### src/rtl/alu_exec_ctrl.sv
// alu_exec_ctrl: IDLE/EXEC/WB sequencer that feeds an external combinational ALU from a small register file.
// Define ALU_EXEC_R0_ZERO_EN to hard-wire register 0 to zero (reads return 0, writes are dropped).
module alu_exec_ctrl #(
    parameter int  BW   = 16,
    parameter int  NREG = 8,
    localparam int AW   = $clog2(NREG)
) (
    input  logic                 clk,
    input  logic                 rst_n,
    input  logic                 instr_valid,
    output logic                 instr_ready,
    input  logic [3:0]           instr_opcode,
    input  logic [AW-1:0]        instr_dst,
    input  logic [AW-1:0]        instr_srca,
    input  logic [AW-1:0]        instr_srcb,
    input  logic                 instr_use_imm,
    input  logic signed [BW-1:0] instr_imm,
    output logic signed [BW-1:0] alu_in_a,
    output logic signed [BW-1:0] alu_in_b,
    output logic [3:0]           alu_opcode,
    input  logic signed [BW-1:0] alu_out,
    input  logic [2:0]           alu_flags,
    output logic [2:0]           flags_q,
    output logic                 done,
    output logic                 illegal,
    input  logic [AW-1:0]        dbg_raddr,
    output logic [BW-1:0]        dbg_rdata
);

    typedef enum logic [1:0] {
        IDLE = 2'd0,
        EXEC = 2'd1,
        WB   = 2'd2
    } state_t;

    state_t        state_q, state_d;

    logic [3:0]    opcode_q, opcode_d;
    logic [AW-1:0] dst_q, dst_d;
    logic [AW-1:0] srca_q, srca_d;
    logic [AW-1:0] srcb_q, srcb_d;
    logic          use_imm_q, use_imm_d;
    logic [BW-1:0] imm_q, imm_d;
    logic [BW-1:0] res_q, res_d;
    logic [2:0]    flags_d;
    logic          illegal_q, illegal_d;

    logic [BW-1:0] rf_q [NREG];

    logic          accept;
    logic          opIllegal;
    logic          rfWe;
    logic [BW-1:0] rdA;
    logic [BW-1:0] rdB;

    assign opIllegal = opcode_q[3];
    assign accept    = instr_valid && instr_ready;
    assign illegal   = illegal_q;

`ifdef ALU_EXEC_R0_ZERO_EN
    assign rdA       = (srca_q == '0)    ? '0 : rf_q[srca_q];
    assign rdB       = (srcb_q == '0)    ? '0 : rf_q[srcb_q];
    assign dbg_rdata = (dbg_raddr == '0) ? '0 : rf_q[dbg_raddr];
    assign rfWe      = (state_q == WB) && !opIllegal && (dst_q != '0);
`else
    assign rdA       = rf_q[srca_q];
    assign rdB       = rf_q[srcb_q];
    assign dbg_rdata = rf_q[dbg_raddr];
    assign rfWe      = (state_q == WB) && !opIllegal;
`endif

    // Ready is also gated by rst_n so nothing is accepted while reset is held.
    always_comb begin
        state_d     = state_q;
        instr_ready = 1'b0;
        done        = 1'b0;
        case (state_q)
            IDLE: begin
                instr_ready = rst_n;
                if (instr_valid && rst_n) begin
                    state_d = EXEC;
                end
            end
            EXEC: state_d = WB;
            WB: begin
                done    = 1'b1;
                state_d = IDLE;
            end
            default: state_d = IDLE;
        endcase
    end

    always_comb begin
        alu_in_a   = '0;
        alu_in_b   = '0;
        alu_opcode = '0;
        if (state_q == EXEC) begin
            alu_in_a   = rdA;
            alu_in_b   = use_imm_q ? imm_q : rdB;
            alu_opcode = opcode_q;
        end
    end

    // The ALU result and flags are only meaningful while EXEC presents operands.
    always_comb begin
        opcode_d  = opcode_q;
        dst_d     = dst_q;
        srca_d    = srca_q;
        srcb_d    = srcb_q;
        use_imm_d = use_imm_q;
        imm_d     = imm_q;
        res_d     = res_q;
        flags_d   = flags_q;
        illegal_d = illegal_q;
        if (accept) begin
            opcode_d  = instr_opcode;
            dst_d     = instr_dst;
            srca_d    = instr_srca;
            srcb_d    = instr_srcb;
            use_imm_d = instr_use_imm;
            imm_d     = instr_imm;
            illegal_d = 1'b0;
        end
        if (state_q == EXEC) begin
            res_d     = alu_out;
            illegal_d = opIllegal;
            if (!opIllegal) begin
                flags_d = alu_flags;
            end
        end
    end

    always_ff @(posedge clk) begin
        if (!rst_n) begin
            state_q   <= IDLE;
            opcode_q  <= '0;
            dst_q     <= '0;
            srca_q    <= '0;
            srcb_q    <= '0;
            use_imm_q <= 1'b0;
            imm_q     <= '0;
            res_q     <= '0;
            flags_q   <= '0;
            illegal_q <= 1'b0;
            rf_q      <= '{default: '0};
        end else begin
            state_q   <= state_d;
            opcode_q  <= opcode_d;
            dst_q     <= dst_d;
            srca_q    <= srca_d;
            srcb_q    <= srcb_d;
            use_imm_q <= use_imm_d;
            imm_q     <= imm_d;
            res_q     <= res_d;
            flags_q   <= flags_d;
            illegal_q <= illegal_d;
            if (rfWe) begin
                rf_q[dst_q] <= res_q;
            end
        end
    end

endmodule

### config.mk
export PLATFORM = sky130hd
export DESIGN_NAME = alu_exec_ctrl
export DESIGN_NICKNAME = d
export VERILOG_FILES = /design/src/rtl/alu_exec_ctrl.sv
export SDC_FILE = /design/constraint.sdc
export NUM_CORES = 1
export LEC_CHECK = 0
export CORE_MARGIN = 2
export CORE_UTILIZATION = 51
export CTS_CLUSTER_DIAMETER = 50
export CTS_CLUSTER_SIZE = 25
export DETAILED_ROUTE_END_ITERATION = 10
export GPL_TIMING_DRIVEN = 0
export PLACE_DENSITY = 0.72
export SETUP_SLACK_MARGIN = 0.1
export SKIP_LAST_GASP = 1
export SYNTH_ARGS = -nofsm -noshare
export SYNTH_HDL_FRONTEND = slang
export SYNTH_SLANG_ARGS = --single-unit
### constraint.sdc
create_clock -name clk -period 2.5 [get_ports clk]
set_input_delay 0.375 -clock clk [delete_from_list [all_inputs] [get_ports clk]]
set_output_delay 0.375 -clock clk [all_outputs]
set_load 0.02 [all_outputs]
==> results of run 1 <==
[routing by layer]
| layer | track usage [%] | share of wire, % |
|---|---|---|
| met3 | 9.85 | 11 |
| met2 | 53.1 | 43 |
| met5 | 0 | 0 |
| met4 | 17.9 | 5.8 |
| met1 | 46.8 | 40 |
[repair_timing]
| action | 4_1_cts | 5_1_grt |
|---|---|---|
| endpoints found under the setup margin | 52 | 36 |
| buffers inserted | 8 | 2 |
| gates resized for setup | 263 | 20 |
| cloned | 5 | 1 |
| pin swaps | 23 | 20 |
[placed cells by master (no fill, tap or decap), types with 3 or more instances in the layout]
cell type and instances:
clkdlybuf4s50_1 57, dfxtp_1 175, nand2_1 95, buf_12 9, nor2_1 15, inv_6 4
clkbuf_1 58, mux2_4 12, buf_2 60, buf_4 28, dfxtp_2 4, mux2_2 68
nor2b_1 3, mux2i_1 11, clkinv_2 3, inv_1 17, or3b_1 3, buf_6 15
mux4_1 21, a221oi_2 15, nor3b_1 3, mux2i_2 3, and2_1 6, mux4_2 43
a21oi_1 16, o21ai_1 60, clkbuf_2 8, dlygate4sd2_1 17, a21boi_0 64, a21boi_1 113
nand3_1 128, a222oi_1 16, clkbuf_16 18, o21ai_0 71
[worst max-delay path, delay by kind of cell (launching register included)]
| family | cells | cell delay [ns] |
|---|---|---|
| muxes | 1 | 0.30 |
| DFF | 1 | 0.38 |
| AOI/OAI and AO/OA | 2 | 0.67 |
| buffers and inverters | 3 | 0.51 |
[flip-flops by register name, summed over array words and instances (netlist names)]
register and cells:
rf_q 128, imm_q 16, res_q 16, opcode_q 4, dst_q 3, flags_q 3, srca_q 3, srcb_q 3
state_q 2, illegal 1, use_imm_q 1
[cells by family (layout without fill, tap and decap cells)]
group           Yosys count  in the layout  synth area share, %
buf+inv                 159            311                 7.03
simple gates            267            267                 12.0
mux                     160            160                 24.4
flops                   180            180                 34.1
compound gates          357            357                 22.4
[power by group through the flow]
stage	clock network [mW]	registers [mW]	logic, mW
after global routing	2.89	2.94	0.854
final	2.77	2.94	0.813
after floorplan	0	2.99	0.426
after detailed placement	0	3.00	0.715
after global placement	0	2.99	0.710
after CTS	2.77	2.93	0.784
[layout make-up]
type	count	area, um2
fillers	1719	7300
clock buffers	19	443
clock inverters	13	148
plain buffers	139	837
well taps	270	338
flip-flops and latches	180	3610
multi-input cells	784	6410
inverters	17	63.8
repair buffers	123	1150
[final timing paths]
kind                                                from  slack (ns)  cells after the start                        to
worst max-delay path              srcb_q[0]$_SDFFE_PN0P_       -0.18                      6               alu_in_b[2]
worst min-delay path                               rst_n        0.40                      2     imm_q[0]$_SDFFE_PN0P_
worst max register to register   state_q[1]$_SDFFE_PN0P_        0.49                      5     rf_q[41]$_SDFFE_PN0P_
worst min register to register  opcode_q[0]$_SDFFE_PN0P_        0.46                      2  opcode_q[0]$_SDFFE_PN0P_
[stage by stage]
| stage | std cells | hold WS [ns] |
|---|---|---|
| 2_1_floorplan | 1123 | 0.439 |
| 4_1_cts | 1545 | 0.466 |
| 5_1_grt | 1545 | 0.438 |
| 6_report | 1545 | 0.402 |
| 3_3_place_gp | 1502 | 0.447 |
| 3_5_place_dp | 1502 | 0.456 |
==> reports/metrics.yaml, run 1 <==
outcome: "finished with violations"
violations: "setup timing"
dr.pass1.iters: 10
avgSynthCellArea_um2: 9.41
switchingPower_mw: 1.77
portBuffers: 109
slew_headroom_pct: 48.3
cts.path.max_buffers: 2
grt_pass1_wl_mm: 58.2
row_count: 52
path_clk_slew_ns: 0.08
area_delta_synth_final_pct: 23.0
synth_warnings: 0
endpoint_kind: "primary output"
slowest_stage: "a222oi_1"
initial_core_util_pct: 52.1
max-vdd-ir-drop_mv: 0.423
slowest_delay_ns: 0.49
place_congestion: 1.01
p_comb_share_pct: 12.5
cts_buffers: 17
antenna_cells: 0
syn-num-nets: 1178
clock_sinks: 180
wl_per_cell_um: 24.9
syn_area_um2: 10600
core_um2: 20300
cp.required_ns: 2.12
finalSetupViolCount: 14
dp_hpwl_mm: 28.5
pin_count: 113
crit_type: "flip-flop to primary output"
cts-root-buf: "clkbuf_16"
power.internal_mw: 4.76
p_leak_nw: 4.65
drc: 0
fp.dieH_um: 148
ys_seq_elements: 180
hp-class: "input port to flip-flop"
power_frac_clock_pct: 42.5
drv_slew: 0
clock_latency_ns: 0.44
holdBufCountCts: 0
ys_seq_area_share_pct: 34.1
fp.dieArea_um2: 21900
p_seq_share_pct: 45.0
grt_max_degree: 20
fin_skew_ns: 0.0103
synth_area_leaders: "dfxtp_1 (34%), mux4_2 (9.2%), mux2_2 (8.4%)"
synth_top_area_share_pct: 34.1
worst_slack_ns: -0.179
synth_top_cell_by_area: "dfxtp_1"
layout-drive-gt1-share_pct: 24.5
antenna_found_initial: 0
async_flop_share_pct: 0
netlist_instances: 1123
cts_tree: "yes"
critPathArrivalTime_ns: 2.30
crit_chain: "buf_12 -> buf_8 -> mux2_4 -> a222oi_1 -> a221oi_1 -> buf_2"
maxCapViolCount: 0
period_needed_ns: 2.68
synthFlopType: "dfxtp_1"
htreeDepth: 4
fin_util_pct: 64.0
overflow: 0
max_freq_ghz: 0.373
min_period_over_period_pct: 107
crit_path_start_kind: "flip-flop"
die_w_um: 148
grt_setup_unrepaired: "yes"
dpl_worst_slack_ns: -0.721
post_dp_cell_area_um2: 12000
synth_commonest_cells: "dfxtp_1 (180), nand3_1 (128), a21boi_1 (113)"
cp_max_fo: 6
hold_viol: 0
first_global_vias: 9638
power_density_nw_per_um2: 502
dr.first_iter.drc_count: 1584
finalInstanceArea_um2: 13000
switching_share_pct: 27.1
synth_most_common_cell: "dfxtp_1"
routed_via_density: 6.55
vias: 10117
finalNetCount: 1317
fin_total_pwr_mw: 6.52
synth_edf_count: 0
final.setup.tns_ns: -1.17
synth_cell_types: 36
grt_use_total_pct: 35.3
wirelength_mm: 38.4
tightestPinTransition_ns: 0.775
ant_nets: 0
(Power assumes the default switching activity.)
==> inputs of run 2 (changes only) <==
Settings changed: GPL_TIMING_DRIVEN 0 to not set.
==> run 2 against run 1 <==
  * The run still ends with setup timing left
  * Sequential power is essentially flat
  * Cell count fell by 5.4%
  * Global-route usage decreased by 4.4 points
  * Largest power group unchanged
  * Highest routed layer unchanged
==> reports/metrics.yaml, run 2 (synthesis results as in run 1) <==
portBuffers: 112  # +2.8%
antenna_found_initial: 0  # unchanged
cts-root-buf: "clkbuf_16"
regMostFlops: "rf_q"
clock_latency_ns: 0.44  # about the same
grt_pass1_wl_mm: 53.1  # -8.9%
die_w_um: 148  # unchanged
power_frac_clock_pct: 40.4  # -2.1 points
crit_path_start_kind: "flip-flop"
worstSetupEndpoint: "alu_in_b[13]"
endpoint_kind: "primary output"
vias: 9851  # -2.6%
ant_nets: 0  # unchanged
pin_count: 113  # unchanged
tightestPinTransition_ns: 0.818  # +0.0433 ns
violations: "setup timing"
holdBufCountCts: 0  # unchanged
fp.dieArea_um2: 21900  # unchanged
crit_chain: "buf_12 -> buf_8 -> mux2_4 -> a222oi_1 -> a221oi_1 -> buf_4 -> buf_6"
startpoint: "srcb_q[0]$_SDFFE_PN0P_"
switching_share_pct: 27.8  # +0.67 points
p_comb_share_pct: 12.6  # about the same
cp_max_fo: 6  # unchanged
first_global_vias: 9380  # -2.7%
antenna_cells: 0  # unchanged
fp.dieH_um: 148  # unchanged
cts.path.max_buffers: 2  # unchanged
fin_skew_ns: 0.0108  # +0.000588 ns
dr.pass1.iters: 8  # -2
dr.first_iter.drc_count: 1468  # -7.3%
maxCapViolCount: 0  # unchanged
min_period_over_period_pct: 104  # -2.9 points
fin_total_pwr_mw: 6.33  # -3.0%
power.internal_mw: 4.57  # -3.9%
cts_buffers: 17  # unchanged
outcome: "finished with violations"
critPathArrivalTime_ns: 2.23  # -0.07 ns
finalNetCount: 1234  # -6.3%
initial_core_util_pct: 52.1  # unchanged
reg.largest.list: "rf_q x128, imm_q x16, res_q x16"
place_congestion: 0.829  # -18%
worst_slack_ns: -0.106  # +0.0732 ns
wl_per_cell_um: 23.8  # -4.4%
finalSetupViolCount: 10  # -4
row_count: 52  # unchanged
path_clk_slew_ns: 0.07  # about the same
drc: 0  # unchanged
drv_slew: 0  # unchanged
r2r_slack_ns: 0.48  # about the same
switchingPower_mw: 1.76  # -0.60%
slowest_delay_ns: 0.38  # -0.11 ns
hold_viol: 0  # unchanged
p_seq_share_pct: 47.0  # +2.0 points
reg2reg_to: "rf_q[37]$_SDFFE_PN0P_"
layout_commonest_cell: "dfxtp_1"
grt_setup_unrepaired: "yes"
crit_type: "flip-flop to primary output"
core_um2: 20300  # unchanged
dpl_worst_slack_ns: -0.169  # +0.552 ns
htreeDepth: 4  # unchanged
grt_use_total_pct: 30.9  # -4.4 points
worst_r2r_path_depth: 4  # -1
cp.required_ns: 2.12  # about the same
final_cell_mix: "dfxtp_1 (178), nand3_1 (128), a21boi_1 (113), nand2_1 (95), mux2_2 (76)"
cts_tree: "yes"
reg2reg_from: "dst_q[2]$_SDFFE_PN0P_"
routed_via_density: 6.74  # +2.9%
layout-drive-gt1-share_pct: 23.5  # -0.98 points
fin_hold_ws_ns: 0.331  # -0.0714 ns
hp-class: "input port to flip-flop"
dp_hpwl_mm: 20.1  # -30%
largest_reg_flops: 128  # unchanged
clock_sinks: 180  # unchanged
power_density_nw_per_um2: 489  # -2.6%
fill_cells: 1730  # +0.64%
slew_headroom_pct: 45.4  # -2.9 points
grt_max_degree: 180  # +800%
overflow: 0  # unchanged
wirelength_mm: 34.7  # -9.5%
p_leak_nw: 4.57  # -1.8%
area_delta_synth_final_pct: 22.5
period_needed_ns: 2.61  # -0.0732 ns
final.setup.tns_ns: -0.533  # +0.640 ns
slowest_stage: "dfxtp_4"
max-vdd-ir-drop_mv: 0.517  # +22%
max_freq_ghz: 0.384  # +2.8%
[run 2: worst min path at each step]
stage / start / to / slack [ns] / depth (start not counted)
after detailed placement: opcode_q[2]$_SDFFE_PN0P_ / opcode_q[2]$_SDFFE_PN0P_ / 0.45 / 2
after global placement: opcode_q[2]$_SDFFE_PN0P_ / opcode_q[2]$_SDFFE_PN0P_ / 0.45 / 2
after CTS: rst_n / state_q[0]$_SDFFE_PN0P_ / 0.33 / 3
after global routing: rst_n / state_q[0]$_SDFFE_PN0P_ / 0.36 / 3
final: rst_n / state_q[0]$_SDFFE_PN0P_ / 0.33 / 3
after floorplan: opcode_q[0]$_SDFFE_PN0P_ / opcode_q[0]$_SDFFE_PN0P_ / 0.44 / 2
[run 2: what timing repair did]
action / CTS / global route
setup buffers: 7 / 6
pin swaps: 8 / 20
cloned: 6 / 4
endpoints found under the setup margin: 49 / 40
gates resized for setup: 156 / 52
[run 2: final cells by class]
class	count	area [um2]	share of cell area [%]
multi-input combinational	784	6370	49.2
sequential	180	3610	27.9
timing repair buffer	179	2010	15.6
clock buffer	17	425	3.29
tap	270	338	2.61
clock inverter	15	124	0.957
inverter	17	63.8	0.493
[run 2: layer usage]
metal	up-vias	routed length [um]	GRT usage, %
met4	0	1050	11.6
met2	720	15700	48.2
met3	106	4150	7.50
met1	4754	13800	41.8
li1	4271	-	-
met5	-	0	0
[run 2: metrics by stage]
stage	area (um2)	util [%]	cells
floorplan	10600	-	1123
global placement	12000	59.1	1407
detailed placement	12000	59.1	1407
CTS	12800	62.9	1452
global route	12900	63.8	1462
finish	12900	63.8	1462
[run 2: power groups by stage]
stage / Clock [mW] / Combinational, mW / Sequential [mW]
2_1_floorplan: 0 / 0.426 / 2.99
3_3_place_gp: 0 / 0.689 / 3.03
3_5_place_dp: 0 / 0.694 / 3.04
4_1_cts: 2.57 / 0.747 / 2.97
5_1_grt: 2.68 / 0.832 / 2.97
6_report: 2.56 / 0.798 / 2.97
[run 2: worst max-delay path, delay by kind of cell (launching register included)]
kind            cells  cell delay [ns]
flops               1             0.38
buf+inv             4             0.57
mux                 1             0.30
compound gates      2             0.55
